--- src/rtl/mhp_tx.sv ---
// mhp_tx: transmit-side MHP framer.
// Serialises one frame per accepted request into the eth write FIFO:
//   7-byte header, payload (read from a 1-cycle-latency bram port),
//   zero pad up to MIN_BYTES, 16-bit additive checksum.
// Every byte is an EMIT sub-phase (waits for i_wready) followed by a GAP
// sub-phase, so o_wvalid is a single-cycle strobe followed by a low cycle.
// Ports:
//   i_clk, i_rst_n                 clock, async active-low reset
//   i_send                         start request (IDLE only)
//   i_dst_addr, i_src_addr         16-bit addresses
//   i_dir, i_type                  packed into the d_type header byte
//   i_len                          payload length, 0 .. 2**ADDR_W
//   o_pl_raddr / i_pl_rdata        payload bram read port
//   o_wdata, o_wvalid, i_wready    eth write FIFO interface
//   o_busy, o_done, o_err          status (done/err are 1-cycle pulses)
module mhp_tx #(
  parameter int unsigned ADDR_W    = 10,
  parameter int unsigned MIN_BYTES = 46
) (
  input  logic              i_clk,
  input  logic              i_rst_n,
  input  logic              i_send,
  input  logic [15:0]       i_dst_addr,
  input  logic [15:0]       i_src_addr,
  input  logic              i_dir,
  input  logic [6:0]        i_type,
  input  logic [ADDR_W:0]   i_len,
  output logic [ADDR_W-1:0] o_pl_raddr,
  input  logic [7:0]        i_pl_rdata,
  output logic [7:0]        o_wdata,
  input  logic              i_wready,
  output logic              o_wvalid,
  output logic              o_busy,
  output logic              o_done,
  output logic              o_err
);

  localparam int unsigned LEN_W     = ADDR_W + 1;
  localparam int unsigned MAX_LEN   = 32'd1 << ADDR_W;
  localparam int unsigned HDR_BYTES = 7;
  localparam int unsigned OVH_BYTES = HDR_BYTES + 2;
  localparam int unsigned PAD_BASE  = (MIN_BYTES > OVH_BYTES) ? MIN_BYTES - OVH_BYTES : 0;

  typedef enum logic [2:0] {
    S_IDLE,
    S_HDR,
    S_PAY,
    S_PAD,
    S_CSUM,
    S_DONE
  } state_e;

  state_e            state_q, state_d;
  logic              emit_q, emit_d;
  logic [LEN_W-1:0]  idx_q, idx_d;
  logic [15:0]       dst_q, src_q;
  logic [7:0]        dtype_q;
  logic [LEN_W-1:0]  len_q, pad_q;
  logic [15:0]       csum_q, csum_d;
  logic [7:0]        wdata_q, wdata_d;
  logic              wvalid_q, wvalid_d;
  logic              busy_q, busy_d;
  logic              done_q, done_d;
  logic              err_q, err_d;
  logic [ADDR_W-1:0] raddr_q, raddr_d;

  logic              len_ok_c;
  logic              accept_c;
  logic [LEN_W-1:0]  pad_c;
  logic              byte_state_c;
  logic              fire_c;
  logic              last_c;
  logic [7:0]        cur_byte_c;
  logic [15:0]       len16_c;
  state_e            next_sec_c;

  // Request qualification and pad size, evaluated on the request inputs
  assign len_ok_c = (i_len <= LEN_W'(MAX_LEN));
  assign accept_c = (state_q == S_IDLE) && i_send && len_ok_c;
  assign pad_c    = (i_len < LEN_W'(PAD_BASE)) ? (LEN_W'(PAD_BASE) - i_len) : '0;

  // A byte transfers when an EMIT sub-phase sees the FIFO ready
  assign byte_state_c = (state_q == S_HDR) || (state_q == S_PAY) ||
                        (state_q == S_PAD) || (state_q == S_CSUM);
  assign fire_c       = byte_state_c && emit_q && i_wready;
  assign len16_c      = 16'(len_q);

  // Current byte of the active section
  always_comb begin
    cur_byte_c = 8'h00;
    case (state_q)
      S_HDR: begin
        case (idx_q[2:0])
          3'd0:    cur_byte_c = dst_q[15:8];
          3'd1:    cur_byte_c = dst_q[7:0];
          3'd2:    cur_byte_c = src_q[15:8];
          3'd3:    cur_byte_c = src_q[7:0];
          3'd4:    cur_byte_c = len16_c[15:8];
          3'd5:    cur_byte_c = len16_c[7:0];
          3'd6:    cur_byte_c = dtype_q;
          default: cur_byte_c = 8'h00;
        endcase
      end
      // bram output already reflects o_pl_raddr held since the preceding GAP
      S_PAY:   cur_byte_c = i_pl_rdata;
      S_CSUM:  cur_byte_c = idx_q[0] ? csum_q[7:0] : csum_q[15:8];
      default: cur_byte_c = 8'h00;
    endcase
  end

  // Last byte of the active section, and the section that follows it
  always_comb begin
    last_c     = 1'b0;
    next_sec_c = S_IDLE;
    case (state_q)
      S_HDR: begin
        last_c = (idx_q == LEN_W'(HDR_BYTES - 1));
        if (len_q != '0)      next_sec_c = S_PAY;
        else if (pad_q != '0) next_sec_c = S_PAD;
        else                  next_sec_c = S_CSUM;
      end
      S_PAY: begin
        last_c     = (idx_q == (len_q - LEN_W'(1)));
        next_sec_c = (pad_q != '0) ? S_PAD : S_CSUM;
      end
      S_PAD: begin
        last_c     = (idx_q == (pad_q - LEN_W'(1)));
        next_sec_c = S_CSUM;
      end
      S_CSUM: begin
        last_c     = (idx_q == LEN_W'(1));
        next_sec_c = S_DONE;
      end
      default: begin
        last_c     = 1'b0;
        next_sec_c = S_IDLE;
      end
    endcase
  end

  // State register plus all registered outputs and request latches
  always_ff @(posedge i_clk or negedge i_rst_n) begin
    if (!i_rst_n) begin
      state_q  <= S_IDLE;
      emit_q   <= 1'b0;
      idx_q    <= '0;
      dst_q    <= '0;
      src_q    <= '0;
      dtype_q  <= '0;
      len_q    <= '0;
      pad_q    <= '0;
      csum_q   <= '0;
      wdata_q  <= '0;
      wvalid_q <= 1'b0;
      busy_q   <= 1'b0;
      done_q   <= 1'b0;
      err_q    <= 1'b0;
      raddr_q  <= '0;
    end else begin
      state_q  <= state_d;
      emit_q   <= emit_d;
      idx_q    <= idx_d;
      csum_q   <= csum_d;
      wdata_q  <= wdata_d;
      wvalid_q <= wvalid_d;
      busy_q   <= busy_d;
      done_q   <= done_d;
      err_q    <= err_d;
      raddr_q  <= raddr_d;
      if (accept_c) begin
        dst_q   <= i_dst_addr;
        src_q   <= i_src_addr;
        dtype_q <= {i_dir, i_type};
        len_q   <= i_len;
        pad_q   <= pad_c;
      end
    end
  end

  // Next-state: sequencing of sections and EMIT/GAP sub-phases
  always_comb begin
    state_d = state_q;
    emit_d  = emit_q;
    idx_d   = idx_q;
    case (state_q)
      S_IDLE: begin
        if (accept_c) begin
          state_d = S_HDR;
          emit_d  = 1'b1;
          idx_d   = '0;
        end
      end
      S_HDR, S_PAY, S_PAD, S_CSUM: begin
        if (emit_q) begin
          if (i_wready) emit_d = 1'b0;
        end else begin
          emit_d = 1'b1;
          if (last_c) begin
            idx_d   = '0;
            state_d = next_sec_c;
          end else begin
            idx_d = idx_q + LEN_W'(1);
          end
        end
      end
      S_DONE: begin
        state_d = S_IDLE;
        emit_d  = 1'b0;
      end
      default: begin
        state_d = S_IDLE;
        emit_d  = 1'b0;
        idx_d   = '0;
      end
    endcase
  end

  // Output/datapath next values
  always_comb begin
    wvalid_d = fire_c;
    wdata_d  = fire_c ? cur_byte_c : wdata_q;
    busy_d   = busy_q;
    done_d   = 1'b0;
    err_d    = 1'b0;
    csum_d   = csum_q;
    raddr_d  = raddr_q;
    case (state_q)
      S_IDLE: begin
        wdata_d = 8'h00;
        raddr_d = '0;
        busy_d  = accept_c;
        err_d   = i_send && !len_ok_c;
        if (accept_c) csum_d = '0;
      end
      S_HDR, S_PAY, S_PAD, S_CSUM: begin
        if (fire_c && ((state_q == S_HDR) || (state_q == S_PAY))) begin
          csum_d = csum_q + 16'(cur_byte_c);
        end
        // Advance the read address during the GAP that precedes the next payload byte
        if (fire_c && (state_q == S_PAY)) begin
          raddr_d = last_c ? '0 : ADDR_W'(idx_q + LEN_W'(1));
        end
        if ((state_q == S_CSUM) && !emit_q && last_c) begin
          done_d  = 1'b1;
          wdata_d = 8'h00;
        end
      end
      S_DONE: begin
        busy_d  = 1'b0;
        wdata_d = 8'h00;
        raddr_d = '0;
      end
      default: begin
        busy_d  = 1'b0;
        wdata_d = 8'h00;
        raddr_d = '0;
      end
    endcase
  end

  assign o_pl_raddr = raddr_q;
  assign o_wdata    = wdata_q;
  assign o_wvalid   = wvalid_q;
  assign o_busy     = busy_q;
  assign o_done     = done_q;
  assign o_err      = err_q;

endmodule

--- config.mk ---
export PLATFORM = sky130hd
export DESIGN_NAME = mhp_tx
export DESIGN_NICKNAME = d
export VERILOG_FILES = /design/src/rtl/mhp_tx.sv
export SDC_FILE = /design/constraint.sdc
export NUM_CORES = 1
export LEC_CHECK = 0
export CAP_MARGIN = 20
export CORE_UTILIZATION = 55
export CTS_BUF_LIST = sky130_fd_sc_hd__clkbuf_8 sky130_fd_sc_hd__clkbuf_16
export DETAILED_ROUTE_END_ITERATION = 8
export PLACE_DENSITY = 0.83
export SLEW_MARGIN = 20
export SYNTH_ARGS = -nofsm -noshare
export SYNTH_HDL_FRONTEND = slang
export SYNTH_SLANG_ARGS = --single-unit
--- constraint.sdc ---
create_clock -name i_clk -period 13.8 [get_ports i_clk]
set_clock_uncertainty 0.1 [all_clocks]
set_input_delay 1.38 -clock i_clk [delete_from_list [all_inputs] [get_ports i_clk]]
set_output_delay 1.38 -clock i_clk [all_outputs]
set_load 0.02 [all_outputs]
Word level (Yosys, flattened, before mapping). Index checks and enable logic that the tools add are counted. Widths: inputs -> output; s select.

Output and inout port bits: 22. Register bits after elaboration: 115. Logic and storage cells: 100. Input port bits: 63.

$lt $le $gt $ge: 2. $add $sub $neg: 5. Reductions and logical operators: 23. Bitwise logic cells: 1. Muxes and demuxes: 33. Equal/unequal tests: 21.

Operator list (number): $pmux 8 s7 (1); $mux 11 (4); $pmux 11 s3 (1); $mux 16 (2); $mux 8 (4); $pmux 16 s2 (1); $mux 10 (3); $pmux 8 s3 (1); $eq 11x11->1 (2); $reduce_bool 11->1 (2); $sub 11x1->11 const B (2); $add 16x8->16 (1); $eq 3x3->1 const B (5); $mux 3 (5); $eq 3x2->1 const B (4); $pmux 3 s4 (1); $add 11x1->11 const B (1); $eq 11x1->1 const B (1); $eq 11x3->1 const B (1); $le 11x11->1 const B (1); $lt 11x6->1 const B (1); $sub 6x11->11 const A (1); $ne 2x2->1 const B (5); $logic_and 1x1->1 (9); other kinds (13) (26).

Logic depth before layout (Yosys ltp).
Depth after elaboration: 9. Mapped depth: 19.

Worst setup path after synthesis. No wires, ideal clock.

Path type: register -> register. Start point: register idx_q[0]. End point: register csum_q[7]. Buffers on the path: 4. Required time: 13578 ps. Cell stages (with the launch flop): 20. Arrival: 4266 ps. Period minus slack after synthesis: 4487 ps. Setup slack: 9313 ps. Library setup time: 122 ps. Cells stage by stage: dfrtp_1 -> buf_6 -> clkbuf_1 -> inv_1 -> ha_1 -> clkbuf_2 -> clkbuf_1 -> a222oi_1 -> mux2i_1 -> a21oi_1 -> o221ai_1 -> ha_1 -> a21o_1 -> a21oi_1 -> inv_1 -> maj3_2 -> maj3_2 -> and3_1 -> or4_1 -> a32o_1.

Word-level cells in the longest chain between the ends: 6. Elaborated cells between the ends (all ways): 13.

Ends and longest elaborated chain: start: declaration (line 55) `logic [LEN_W-1:0] idx_q, idx_d;`; start signal: assignment (line 162) `idx_q <= idx_d;`; $eq 3x3->1 (tied with other cells) (line 93) `case (idx_q[2:0])`; $pmux 8 s7 (line 93); $pmux 8 s3 * (line 91) `case (state_q)`; $add 16x8->16 * (line 237) `csum_d = csum_q + 16'(cur_byte_c);`; $mux 16 * (line 236) `if (fire_c && ((state_q == S_HDR) || (state_q == S_PAY))) begin`; $pmux 16 s2 * (line 227) `case (state_q)`; end signal: assignment (line 163) `csum_q <= csum_d;`; end: declaration (line 59) `logic [15:0] csum_q, csum_d;`.

Mark *: on every way between the ends. The rest lies on a longest branch, timed or not. The select of a mux whose other input is x is not followed. A chain may end at the register's enable or synchronous reset.

Worst setup path after layout. Ends and elaborated chain as after synthesis.

==> run summary <==
• **I/O pin cnt** 85
• **hold bufs inserted after CTS** 0
• **share of layout cells above drive strength 1** 7.22%
• **post-route antenna net violation count** 0
• **vias in the first global route** 6,391
• **Post-Route Setup TNS** 0 ns
• **highest attainable clock frequency** 197 MHz
• **post-synthesis sequential area ratio** 39.8%
• **CP Capture Type** flop
• **crit share post-route** 36.8%
• **clock-pin slew reported for the worst setup and hold paths after clock tree synthesis** 0.06 ns
• **number of remaining DRC errors** 0
• **Layout Area Growth over Synthesis** 20.0%
• **Worst Hold Class** flop to flop
• **cell repeated most along the worst path** sky130_fd_sc_hd__ha_1
• **count of synthesis-stage warnings from yosys** 0
• **HPWL reported at the end of detailed placement** 14,000 um
• **post-synthesis net count** 928
• **routed vias/inst** 6.37
• **instance area after placement** 8080 um2
• **maximum single-stage delay on the critical path** 0.88 ns
• **count of cells resized by post-cts repair** 0
• **first-pass detailed-route iteration total** 6
• **detailed router's first-iteration violation count** 867
• **worst slew pin tran** 0.989 ns
• **H-tree depth** 4
• **filler instances** 1,066
• **buffer levels on the longest clock path** 2
• **Arrival @ worst endpoint** 5.29 ns
• **EDFF count, synth** 0
• **Cell Pwr Density** 112 nW/um2
• **leading register cell type out of synthesis** sky130_fd_sc_hd__dfrtp_1
• **hold slack final** 0.371 ns
• **Cells after Synth** 850
• **latest clock arrival within the worst-skew pair** 0.42 ns
• **pin count of the biggest net entering global routing** 74
• **worst setup path class** flop to flop
• **num rows** 41
• **synth unique cells** 83
• **Synth Register Bits** 115
• **placed cell count** 1,054
• **Wirelength per Cell** 18.6 um
• **buffers inserted during post-CTS setup optimization** 0
• **Buffers & Inverters on Critical Path** 1
• **setup repair after global routing missed its margin** false
• **maxcap violations** 0
• **VDD IR-drop max** 82.9 uV
• **global route overflow** 0
• **top post-synthesis cells by area** sky130_fd_sc_hd__dfrtp_1 40%, sky130_fd_sc_hd__nand2_1 11%, sky130_fd_sc_hd__mux2i_1 3.6%
• **initial core utilization** 56.9%
• **proportion of register bits with asynchronous set or reset after synthesis** 100%
• **CP Launch Type** flop
• **net total in the final layout** 979
• **headroom to the max-slew limit** 34.1%
• **biggest area consumer among synthesized cells** sky130_fd_sc_hd__dfrtp_1
• **Antenna Diode Count** 0
• **area of all sequential standard cells** 2880 um2
• **crit path max-delay cell type** sky130_fd_sc_hd__dfrtp_1
• **antenna violations before repair** 0
• **Die ar.** 13,600 um2
• **average cell area after synthesis** 8.52 um2
• **input/output buffers** 84
• **fin. max-slew vios** 0
• **Total Routing Usage GR** 32.0%
• **CTS tree** yes
• **number of buffers created by CTS** 17
• **WL final** 20,200 um
• **final cell area excluding filler cells** 8690 um2
• **Clock Sinks** 115
• **overall die width** 117 um
• **root buf cell** sky130_fd_sc_hd__clkbuf_16
• **final count of negative-setup-slack endpoints** 0
• **cell-by-cell trace of the critical path** ha_1 > ha_1 > nor4_1 > or3_1 > o221ai_1 > ha_1 > a21o_1 > a21oi_1 > inv_1 > maj3_2 > maj3_2 > and3_1 > or4_1 > a32o_1
• **share of the synthesized area in the top cell type** 39.8%
• **Multi-input gate area** 4020 um2
• **non-filler instance count after layout** 1,086
• **Placer Congestion** 0.942
• **via count** 6,923
• **run status** complete, no violations
• **wire length of the first global-routing pass** 33,000 um
• **Final Critical Period** 5.07 ns
• **Crit path required time** 14.01 ns
• **number of hold-slack violations in the final timing report** 0
• **post-synthesis instance area** 7240 um2
• **critical path's top delay family** adder cells
• **Crit Path Max Fanout** 19
• **Finished Core Util** 68.3%
• **leakage power total** 0.00401 uW
• **floorplan die height** 117 um
• **total core area** 12,700 um2
==> metrics by stage <==
step / power (uW) / setup WS [ns]
after CTS: 979 / 8.79
final: 978 / 8.73
after global routing: 1020 / 8.52
after detailed placement: 529 / 8.80
after global placement: 526 / 8.98
after floorplan: 477 / 9.31
==> synthesized netlist by cell type (4+ instances only) <==
| library cell | n |
|---|---|
| sky130_fd_sc_hd__a21o_1 | 8 |
| sky130_fd_sc_hd__dfrtp_1 | 115 |
| sky130_fd_sc_hd__nor2_1 | 31 |
| sky130_fd_sc_hd__nor4_1 | 14 |
| sky130_fd_sc_hd__buf_2 | 13 |
| sky130_fd_sc_hd__and4_1 | 10 |
| sky130_fd_sc_hd__mux2i_1 | 26 |
| sky130_fd_sc_hd__a21oi_1 | 32 |
| sky130_fd_sc_hd__ha_1 | 14 |
| sky130_fd_sc_hd__nor3b_1 | 8 |
| sky130_fd_sc_hd__or4_1 | 11 |
| sky130_fd_sc_hd__and2_1 | 9 |
| sky130_fd_sc_hd__o211ai_1 | 5 |
| sky130_fd_sc_hd__nor2b_1 | 4 |
| sky130_fd_sc_hd__nor3_1 | 18 |
| sky130_fd_sc_hd__o221ai_1 | 6 |
| sky130_fd_sc_hd__nand2_1 | 211 |
| sky130_fd_sc_hd__mux2_2 | 6 |
| sky130_fd_sc_hd__buf_6 | 4 |
| sky130_fd_sc_hd__o31ai_1 | 15 |
| sky130_fd_sc_hd__a31oi_1 | 8 |
| sky130_fd_sc_hd__or3_1 | 5 |
| sky130_fd_sc_hd__xor2_1 | 6 |
| sky130_fd_sc_hd__a22oi_1 | 7 |
| sky130_fd_sc_hd__nand2b_1 | 6 |
| sky130_fd_sc_hd__nand3_1 | 24 |
| sky130_fd_sc_hd__clkbuf_1 | 36 |
| sky130_fd_sc_hd__a211oi_1 | 4 |
| sky130_fd_sc_hd__buf_1 | 4 |
| sky130_fd_sc_hd__and3_1 | 8 |
| sky130_fd_sc_hd__a222oi_1 | 9 |
| sky130_fd_sc_hd__nand4_1 | 24 |
| sky130_fd_sc_hd__xnor2_1 | 16 |
| sky130_fd_sc_hd__o21ai_0 | 39 |
| sky130_fd_sc_hd__inv_1 | 21 |
==> cell usage in the layout (no fill, tap or decap), types with 9 or more instances in the layout <==
master | synthesis | layout
sky130_fd_sc_hd__a21oi_1 | 32 | 32
sky130_fd_sc_hd__a222oi_1 | 9 | 9
sky130_fd_sc_hd__and4_1 | 10 | 10
sky130_fd_sc_hd__clkbuf_16 | 0 | 17
sky130_fd_sc_hd__clkdlybuf4s50_1 | 0 | 83
sky130_fd_sc_hd__dfrtp_1 | 115 | 115
sky130_fd_sc_hd__ha_1 | 14 | 14
sky130_fd_sc_hd__inv_1 | 21 | 24
sky130_fd_sc_hd__mux2i_1 | 26 | 26
sky130_fd_sc_hd__nand2_1 | 211 | 210
sky130_fd_sc_hd__nand3_1 | 24 | 24
sky130_fd_sc_hd__nand4_1 | 24 | 24
sky130_fd_sc_hd__nor2_1 | 31 | 31
sky130_fd_sc_hd__nor3_1 | 18 | 17
sky130_fd_sc_hd__nor4_1 | 14 | 14
sky130_fd_sc_hd__o21ai_0 | 39 | 39
sky130_fd_sc_hd__o31ai_1 | 15 | 15
sky130_fd_sc_hd__or4_1 | 11 | 11
sky130_fd_sc_hd__xnor2_1 | 16 | 16
==> tightest hold or removal path, delay by kind of cell (launching register included) <==
family / cells / cell delay [ns]
AOI/OAI and AO/OA: 1 / 0.05
DFF: 1 / 0.33
and+or+nand+nor: 1 / 0.05
==> state kept, by name (all words and copies together) (netlist names), 3 cells and up <==
name and cells:
src_q 16, pad_q 11, state_q 3, o_wdata 8
dtype_q 8, idx_q 11, len_q 11, dst_q 16
o_pl_raddr 10, csum_q 16
==> worst paths after layout <==
check | to | slack [ns] | startpoint | cells after the start
hold / removal | o_pl_raddr[9]$_DFFE_PN0P_ | 0.37 | o_pl_raddr[9]$_DFFE_PN0P_ | 2
max in group asynchronous | dst_q[11]$_DFFE_PN0P_ | 11.46 | i_rst_n | 2
hold reg to reg | o_pl_raddr[9]$_DFFE_PN0P_ | 0.37 | o_pl_raddr[9]$_DFFE_PN0P_ | 2
setup / recovery | csum_q[7]$_DFFE_PN0P_ | 8.73 | idx_q[0]$_DFFE_PN0P_ | 14
setup reg to reg | csum_q[7]$_DFFE_PN0P_ | 8.73 | idx_q[0]$_DFFE_PN0P_ | 14
min in group asynchronous | o_pl_raddr[8]$_DFFE_PN0P_ | 0.90 | i_rst_n | 1
==> layout make-up <==
class                   count  area share, %
inverters                  22          0.950
multi-input cells         654           46.2
flip-flops and latches    115           33.1
well taps                 172           2.48
clock buffers              20           5.37
repair buffers             91           10.3
clock inverters            12           1.60
==> power by group <==
part | internal (uW) | switching (uW)
Combinational | 62.0 | 85.9
Sequential | 350 | 30.2
Clock | 294 | 155
Total | 706 | 271
==> logic make-up after synthesis <==
logic type               after synthesis  synth area share (%)
AND/OR/NAND/NOR                      402                  27.2
AO/OA/AOI/OAI                        180                  17.8
flip-flops                           115                  39.8
buffers and inverters                 81                  4.91
multiplexers                          33                  4.74
XOR/XNOR                              22                  2.66
adder cells (fa/ha/maj)               17                  3.01
==> layer usage <==
| layer | vias up | wire, um | GRT usage (%) |
|---|---|---|---|
| met4 | 0 | 610 | 15.9 |
| met1 | 3304 | 8900 | 45.0 |
| met3 | 60 | 1590 | 7.11 |
| met2 | 360 | 9100 | 46.6 |
| li1 | 3199 | - | - |
| met5 | - | 0 | 0 |
Power figures use the tool's default switching activity.
